===== config.mk =====
export PLATFORM = sky130hd
export DESIGN_NAME = mem_port_arbiter_flat
export DESIGN_NICKNAME = d
export VERILOG_FILES = /design/src/rtl/mem_port_arbiter_pkg.sv /design/src/rtl/mem_port_arbiter_if.sv /design/src/rtl/mem_port_arbiter_rr_pick4.sv /design/src/rtl/mem_port_arbiter.sv /design/src/flat_wrapper.sv
export SDC_FILE = /design/constraint.sdc
export NUM_CORES = 1
export LEC_CHECK = 0
export ABC_AREA = 1
export BUFFER_PORTS_ARGS = -buffer_cell sky130_fd_sc_hd__buf_2
export CORE_MARGIN = 3
export CORE_UTILIZATION = 40
export CTS_CLUSTER_DIAMETER = 200
export CTS_CLUSTER_SIZE = 30
export DETAILED_ROUTE_END_ITERATION = 8
export GPL_ROUTABILITY_DRIVEN = 1
export GPL_TIMING_DRIVEN = 0
export PLACE_DENSITY_LB_ADDON = 0.12
export SYNTH_ARGS = -nofsm -noshare
export SYNTH_HDL_FRONTEND = slang
export SYNTH_SLANG_ARGS = --single-unit

===== constraint.sdc =====
create_clock -name clk -period 2.05 [get_ports clk]
set_input_delay 0.205 -clock clk [delete_from_list [all_inputs] [get_ports clk]]
set_output_delay 0.205 -clock clk [all_outputs]
set_load 0.005 [all_outputs]

===== src/rtl/mem_port_arbiter_pkg.sv =====
// Shared types and constants for the four-requester memory port arbiter.
// The watchdog limit is only consumed when MEM_ARB_WATCHDOG_EN is defined.
package mem_arb_pkg;

  localparam int NUM_REQ        = 4;
  localparam int SEL_W          = 2;
  localparam int TIMEOUT_CYCLES = 16;
  localparam int WDOG_W         = $clog2(TIMEOUT_CYCLES);

  localparam int REQ_IFETCH = 0;
  localparam int REQ_LSU    = 1;
  localparam int REQ_DBG    = 2;
  localparam int REQ_DMA    = 3;

  typedef enum logic {
    IDLE = 1'b0,
    BUSY = 1'b1
  } state_t;

endpackage


===== src/rtl/mem_port_arbiter_if.sv =====
// Request/grant bundle between the requesters, the shared port and the arbiter.
// The slave modport is the arbiter's view; master is the requester/port side.
interface mem_port_arbiter_if;
  import mem_arb_pkg::*;

  logic [NUM_REQ-1:0] req;
  logic               mem_ack;
  logic [NUM_REQ-1:0] gnt;
  logic [SEL_W-1:0]   sel;
  logic               mem_valid;
  logic [NUM_REQ-1:0] done;
  logic               timeout;

  modport slave (
    input  req, mem_ack,
    output gnt, sel, mem_valid, done, timeout
  );

  modport master (
    output req, mem_ack,
    input  gnt, sel, mem_valid, done, timeout
  );

endinterface


===== src/rtl/mem_port_arbiter_rr_pick4.sv =====
// Combinational round-robin picker: first unmasked request at or above ptr,
// wrapping modulo four.
module rr_pick4
  import mem_arb_pkg::*;
(
  input  logic [NUM_REQ-1:0] req,
  input  logic [NUM_REQ-1:0] mask,
  input  logic [SEL_W-1:0]   ptr,
  output logic               valid,
  output logic [SEL_W-1:0]   idx,
  output logic [NUM_REQ-1:0] onehot
);

  logic [NUM_REQ-1:0] eligible;
  logic [SEL_W-1:0]   cand;

  assign eligible = req & ~mask;

  always_comb begin
    valid = 1'b0;
    idx   = ptr;
    cand  = '0;
    for (int i = 0; i < NUM_REQ; i++) begin
      cand = ptr + SEL_W'(i);
      if (!valid && eligible[cand]) begin
        valid = 1'b1;
        idx   = cand;
      end
    end
    onehot = valid ? (NUM_REQ'(1) << idx) : '0;
  end

endmodule


===== src/rtl/mem_port_arbiter.sv =====
// Round-robin arbiter for the shared 32-bit memory port; holds each grant until
// MEM_ACK. Define MEM_ARB_WATCHDOG_EN to abort grants that never see MEM_ACK.
module mem_port_arbiter
  import mem_arb_pkg::*;
(
  input  logic               clk,
  input  logic               rst_n,
  mem_port_arbiter_if.slave  bus
);

  state_t             state_q, state_d;
  logic [NUM_REQ-1:0] gnt_q, gnt_d;
  logic [SEL_W-1:0]   sel_q, sel_d;
  logic [SEL_W-1:0]   ptr_q, ptr_d;
  logic [NUM_REQ-1:0] done_q, done_d;
  logic               timeout_q, timeout_d;

  logic               finish;
  logic               do_grant;
  logic               wdog_hit;
  logic [NUM_REQ-1:0] pick_mask;
  logic               pick_valid;
  logic [SEL_W-1:0]   pick_idx;
  logic [NUM_REQ-1:0] pick_onehot;

`ifdef MEM_ARB_WATCHDOG_EN
  logic [WDOG_W-1:0]  wdog_q, wdog_d;

  assign wdog_hit = (state_q == BUSY) && !bus.mem_ack &&
                    (wdog_q == WDOG_W'(TIMEOUT_CYCLES - 1));
`else
  assign wdog_hit = 1'b0;
`endif

  // The finishing requester is masked only for the arbitration on its own completion edge.
  assign finish    = (state_q == BUSY) && (bus.mem_ack || wdog_hit);
  assign pick_mask = finish ? gnt_q : '0;
  assign do_grant  = pick_valid && ((state_q == IDLE) || finish);

  rr_pick4 u_pick (
    .req    (bus.req),
    .mask   (pick_mask),
    .ptr    (ptr_q),
    .valid  (pick_valid),
    .idx    (pick_idx),
    .onehot (pick_onehot)
  );

  always_comb begin
    state_d   = state_q;
    gnt_d     = gnt_q;
    sel_d     = sel_q;
    ptr_d     = ptr_q;
    done_d    = '0;
    timeout_d = 1'b0;
`ifdef MEM_ARB_WATCHDOG_EN
    wdog_d    = wdog_q;
    if (state_q == BUSY && !finish) begin
      wdog_d = wdog_q + WDOG_W'(1);
    end
`endif
    if (finish) begin
      done_d    = bus.mem_ack ? gnt_q : '0;
      timeout_d = wdog_hit;
      state_d   = IDLE;
      gnt_d     = '0;
    end
    if (do_grant) begin
      state_d = BUSY;
      gnt_d   = pick_onehot;
      sel_d   = pick_idx;
      ptr_d   = pick_idx + SEL_W'(1);
`ifdef MEM_ARB_WATCHDOG_EN
      wdog_d  = '0;
`endif
    end
  end

  always_ff @(posedge clk or negedge rst_n) begin
    if (!rst_n) begin
      state_q   <= IDLE;
      gnt_q     <= '0;
      sel_q     <= '0;
      ptr_q     <= '0;
      done_q    <= '0;
      timeout_q <= 1'b0;
`ifdef MEM_ARB_WATCHDOG_EN
      wdog_q    <= '0;
`endif
    end else begin
      state_q   <= state_d;
      gnt_q     <= gnt_d;
      sel_q     <= sel_d;
      ptr_q     <= ptr_d;
      done_q    <= done_d;
      timeout_q <= timeout_d;
`ifdef MEM_ARB_WATCHDOG_EN
      wdog_q    <= wdog_d;
`endif
    end
  end

  assign bus.gnt       = gnt_q;
  assign bus.sel       = sel_q;
  assign bus.mem_valid = |gnt_q;
  assign bus.done      = done_q;
  assign bus.timeout   = timeout_q;

endmodule


===== src/flat_wrapper.sv =====
// flat-port wrapper written by rule: the top's interface ports become plain ports
module mem_port_arbiter_flat import mem_arb_pkg::*;
  (clk, rst_n, bus_req, bus_mem_ack, bus_gnt, bus_sel, bus_mem_valid, bus_done, bus_timeout);
  mem_port_arbiter_if bus_i ();
  input  logic clk;
  input  logic rst_n;
  input wire logic [$bits(bus_i.req)-1:0] bus_req;
  input wire logic [$bits(bus_i.mem_ack)-1:0] bus_mem_ack;
  output wire logic [$bits(bus_i.gnt)-1:0] bus_gnt;
  output wire logic [$bits(bus_i.sel)-1:0] bus_sel;
  output wire logic [$bits(bus_i.mem_valid)-1:0] bus_mem_valid;
  output wire logic [$bits(bus_i.done)-1:0] bus_done;
  output wire logic [$bits(bus_i.timeout)-1:0] bus_timeout;
  assign bus_i.req = bus_req;
  assign bus_i.mem_ack = bus_mem_ack;
  assign bus_gnt = bus_i.gnt;
  assign bus_sel = bus_i.sel;
  assign bus_mem_valid = bus_i.mem_valid;
  assign bus_done = bus_i.done;
  assign bus_timeout = bus_i.timeout;
  mem_port_arbiter u_core (.clk(clk), .rst_n(rst_n), .bus(bus_i));
endmodule

Yosys cells after proc, flatten, opt, wreduce, memory -nomap -nowiden
Cells that the tools add are included.
{"block": "totals", "reg_bits": 13, "inputBits": 7, "out_inout_bits": 12, "elab_cells": 51}
{"block": "classes", "add_sub_neg": 4, "n_lt_le_gt_ge": 4, "shifts": 1, "n_mux": 23, "bitwise": 3, "reduce_logical": 11}
{"cell": "two-way mux 4 bit", "count": 6}
{"cell": "less-than comparator 2 x 3 -> 1 bit, second input constant", "count": 4}
{"cell": "two-way mux 1 bit", "count": 10}
{"cell": "binary-select mux 1 bit (select 2 bit)", "count": 4}
{"cell": "two-way mux 2 bit", "count": 3}
{"cell": "logical AND 1 bit", "count": 5}
{"cell": "adder 2 x 1 -> 2 bit, second input constant", "count": 2}
{"cell": "adder 2 bit, second input constant", "count": 2}
{"cell": "AND 4 bit", "count": 1}
{"cell": "inverter 4 bit", "count": 1}
{"cell": "OR reduction 4 bit", "count": 1}
{"cell": "<< shifter 1 x 2 -> 4 bit, first input constant", "count": 1}
{"cell": "zero test 1 bit", "count": 3}
{"cell": "nonzero test 2 bit", "count": 1}
{"cell": "logical OR 1 bit", "count": 1}
{"cell": "inverter 1 bit", "count": 1}

Longest topological paths before layout
{"block": "logic_depth", "word_depth": 19, "mapped_depth": 15, "depth_no_buf": 14}

Modules after synthesis
Synthesis repeated with hierarchy kept, for this count alone.
{"block": "unflattened", "cells_unflattened": 142, "area_unflattened_um2": 967.2}
{"module": "mem_port_arbiter", "instances": 1, "cells_each": 67, "area_each_um2": 563.0, "seq_area_each_um2": 325.3}
{"module": "rr_pick4", "instances": 1, "cells_each": 75, "area_each_um2": 404.1, "seq_area_each_um2": 0.0}

Least setup slack after synthesis
No wires, ideal clock.
{"block": "synth_path", "kind": "register to register", "start": "register u_core.ptr_q[0]", "end": "register u_core.ptr_q[1]", "setup_time_ns": 0.122, "arrival_time_ns": 1.749, "t_required_ns": 1.928, "path_slack_ns": 0.179, "stages_incl_launch_ff": 15, "path_buffers": 1, "synth_period_minus_slack_ns": 1.871, "path_cell_list": "dfrtp_1 > buf_6 > xnor2_1 > nand3_1 > nand2_1 > nand2_1 > nor2_2 > nand2_2 > clkinv_1 > nand2_1 > nand2_2 > inv_1 > ha_1 > nand2_1 > o21ai_1"}
{"block": "synth_via", "elab_chain_cells": 13, "word_cells_on_any_way": 26, "cone_classes": "add/sub (4); mux (15); reduce/logical (7)"}
{"element": "from (decl)", "line": "mem_port_arbiter.sv:14", "text": "logic [SEL_W-1:0] ptr_q, ptr_d;"}
{"element": "from (signal assigned)", "line": "mem_port_arbiter.sv:94", "text": "ptr_q <= ptr_d;"}
{"element": "branches (longest 11 deep; another with adder 2 x 1 -> 2 bit)"}
{"element": "two-way mux 2 bit (*)", "line": "mem_port_arbiter_rr_pick4.sv:25", "text": "if (!valid && eligible[cand]) begin"}
{"element": "net u_core.pick_idx[0]", "line": "mem_port_arbiter.sv:23", "text": "logic [SEL_W-1:0] pick_idx;"}
{"element": "adder 2 x 1 -> 2 bit (*)", "line": "mem_port_arbiter.sv:72", "text": "ptr_d = pick_idx + SEL_W'(1);"}
Mark *: on every way through the listed nets, which the timed path passes. The select of a mux whose other input is x is not followed.
A chain may end at the register's enable or synchronous reset.

Final worst setup path
{"block": "layout_path", "start": "register u_core.ptr_q[1]", "end": "register u_core.ptr_q[1]"}
Same word-level chain as after synthesis.

==> results.md <==
- Clock latency on the worst-skew pair: about 270 ps
- Post-Syn Area: between 800 and 900 µm²
- Leak: between 0.6 and 0.7 nW
- Max Slew Vio Count: 0
- Root Driver: clkbuf_4
- Comb pwr share: 74.5%
- Pint: between 1 and 1.5 mW
- RePlAce Congestion: between 0.8 and 0.9
- Share of layout cells above drive strength 1: between 30% and 40%
- Largest net degree at the start of global routing: 14
- Seq/Total Area, Yosys: between 30% and 40%
- Final period util: approximately 96%
- Total Wirelength: 1900 µm
- Cell Count, Final, Fillers Out: 166
- RSZ-0062 raised after global routing: yes
- Sw Share: a little under half
- Cell Rows: 15
- Max Fclk: 509 MHz
- Vias after detailed routing: 776
- Residual DRC: 0
- CP Data Arrival Time: ~2100 ps
- Clock Path Buffers: 2
- Remaining antenna violation count: 0
- Synth Instances: about 110
- Global Route Usage Sum: 14.6%
- Vias/cell: around 4.7
- Final Skew: 0.950 ps
- GRT Residual Overflow: 0
- Synth warnings: 0
- Drt first pass iters: 4
- Hold crit path type: in2reg
- Nets@finish: around 150
- CTS tree: yes
- Iteration-0 DRC Markers: 11
- First-pass GRT wire length: 2880 µm
- N_diodes: 0
- Total negative slack: 0 ps
- Synthesized Nets: 124
- Final worst slack: about 85 ps
- Maxcap violations: 0
- Peak supply drop: a little over 900 µV
- Startpoint Class: register
- Pwr dens: approximately 2000 nW/µm²
- CP Capture Type: register
- Die W: 51.4 µm
- Clock buffer count from CTS: 3
- Final Setup Violations: 0
- Placed Cells: around 160
- Core ar.: 1840 µm²
- Vias in the first global route: about 680
- Initial antenna violation count: 0
- WHS: roughly 280 ps
- Synth-to-layout area growth: 33.2%
- CTS Sinks: 13
- Avg Cell Area, Syn: 7.30 µm²
- Register share of total power: between 10% and 20%
- Die Ht: around 51 µm
- Die ar.: ~2600 µm²
- Outcome: complete, no violations
- Boundary Pins: 19
- Port Buffer Count: 17
- Number of synthesized register bits: 13
- H-tree levels: 1
- DP HPWL: between 1000 and 1500 µm
- Dpl ws: -40.6 ps
- Synth unique cells: 19
- Largest fanout on the critical path: 6
- Clock transition at the registers of the reported paths: ~70 ps
- Post-DR wirelength/cell: around 11 µm
- Tmin final: a little under 2000 ps
- Clock network power share: 6.9%
- Initial Util: 44.8%
- CP Class: reg2reg
- P_sw: ~1.1 mW
- Final Hold Vio Count: 0
- WP data required: roughly 2200 ps
per-layer routing:
metal,part of all wire (%),track usage (%)
met1,47,19.0
met5,0,0
met4,0.74,2.62
met2,47,23.3
met3,5.4,5.25
Yosys cell counts:
| cell type | number | area, µm² |
|---|---|---|
| nand3_1 | 21 | 105 |
| buf_6 | 1 | 11.3 |
| ha_1 | 4 | 50.1 |
| nand2_2 | 5 | 31.3 |
| xnor2_1 | 1 | 8.76 |
| buf_4 | 1 | 7.51 |
| inv_2 | 2 | 7.51 |
| xor2_2 | 1 | 16.3 |
| nor2_2 | 1 | 6.26 |
| buf_2 | 1 | 5.00 |
| inv_1 | 14 | 52.6 |
| nand4_1 | 1 | 6.26 |
| nand2_1 | 37 | 139 |
| nand2_4 | 1 | 11.3 |
| dfrtp_1 | 13 | 325 |
| o21ai_1 | 6 | 30.0 |
| clkinv_1 | 1 | 3.75 |
| conb_1 | 1 | 3.75 |
| nor2_1 | 1 | 3.75 |
through the flow:
step | area [µm²] | util [%] | total power, mW
after floorplan | 825 | - | 1.29
after global placement | 941 | 51.2 | 1.52
after detailed placement | 941 | 51.2 | 1.57
after CTS | 996 | 54.1 | 1.77
after global routing | 1100 | 59.7 | 2.41
final | 1100 | 59.7 | 2.21
worst max-delay path: stages (launching register included):
cell,delay (ps)
dfrtp_1,380
buf_6,150
xor2_4,190
nand3_1,90
nand2_1,90
nand2_1,70
nor2_2,160
nand2_2,110
inv_2,80
nand2_2,60
nand2_2,80
inv_2,60
ha_4,230
nand2_2,70
o21ai_2,50
state kept, by name (all words and copies together), names as in the netlist:
register	cells
u_core.ptr_q	2
u_core.state_q	1
u_core.bus.gnt	4
u_core.bus.sel	2
u_core.bus.done	4
final cells by class:
cell class                      count  area (µm²)
Sequential cell                    13         327
Fill cell                         177         741
Inverter                           17        63.8
Clock buffer                        4        26.3
Multi-Input combinational cell     80         480
Timing Repair Buffer               24         140
Buffer                              3        30.0
Tap cell                           25        31.3
power by group through the flow:
stage / logic (mW) / clock network [mW] / registers (mW)
global placement: 1.12 / 0 / 0.408
CTS: 1.21 / 0.160 / 0.404
finish: 1.64 / 0.153 / 0.410
detailed placement: 1.16 / 0 / 0.409
floorplan: 0.877 / 0 / 0.410
global route: 1.81 / 0.175 / 0.420
cell usage in the layout (no fill, tap or decap), types with 2 or more instances in the layout:
cell type  count
nand2_1       32
nand3_1       20
buf_2         17
inv_1         12
dfrtp_1       12
nand2_2        9
buf_4          7
inv_2          5
o21ai_1        5
ha_1           3
clkbuf_4       3
buf_6          2
nand2_4        2
cells by family (layout without fill, tap and decap cells):
group	Yosys count	count (layout)	synth area share, %
xor gates and xnor gates	2	2	3.04
other	1	1	0.455
and+or+nand+nor	67	67	36.7
buffers and inverters	20	48	10.6
AOI/OAI and AO/OA	6	6	3.64
adders and majority gates	4	4	6.07
DFF	13	13	39.5
timing repair:
| action | 4_1_cts | 5_1_grt |
|---|---|---|
| resized for setup | 2 | 17 |
| endpoints found under the setup margin | 1 | 4 |
| pin swaps | 0 | 11 |
| setup buffers | 0 | 6 |
| endpoints found under the hold margin | 13 | 0 |
| hold buffers | 1 | 0 |
final timing paths:
path,from,end,slack (ps),cells after the start
max,u_core.ptr_q[1],u_core.ptr_q[1],80,14
min,bus_mem_ack,u_core.bus.done[2],280,3
max reg2reg,u_core.ptr_q[1],u_core.ptr_q[1],80,14
min reg2reg,u_core.bus.sel[1],u_core.bus.sel[1],480,2
max in group asynchronous,rst_n,u_core.state_q,1430,2
min in group asynchronous,rst_n,u_core.bus.done[2],370,2
Note: power is estimated with default switching activity, not from simulation.
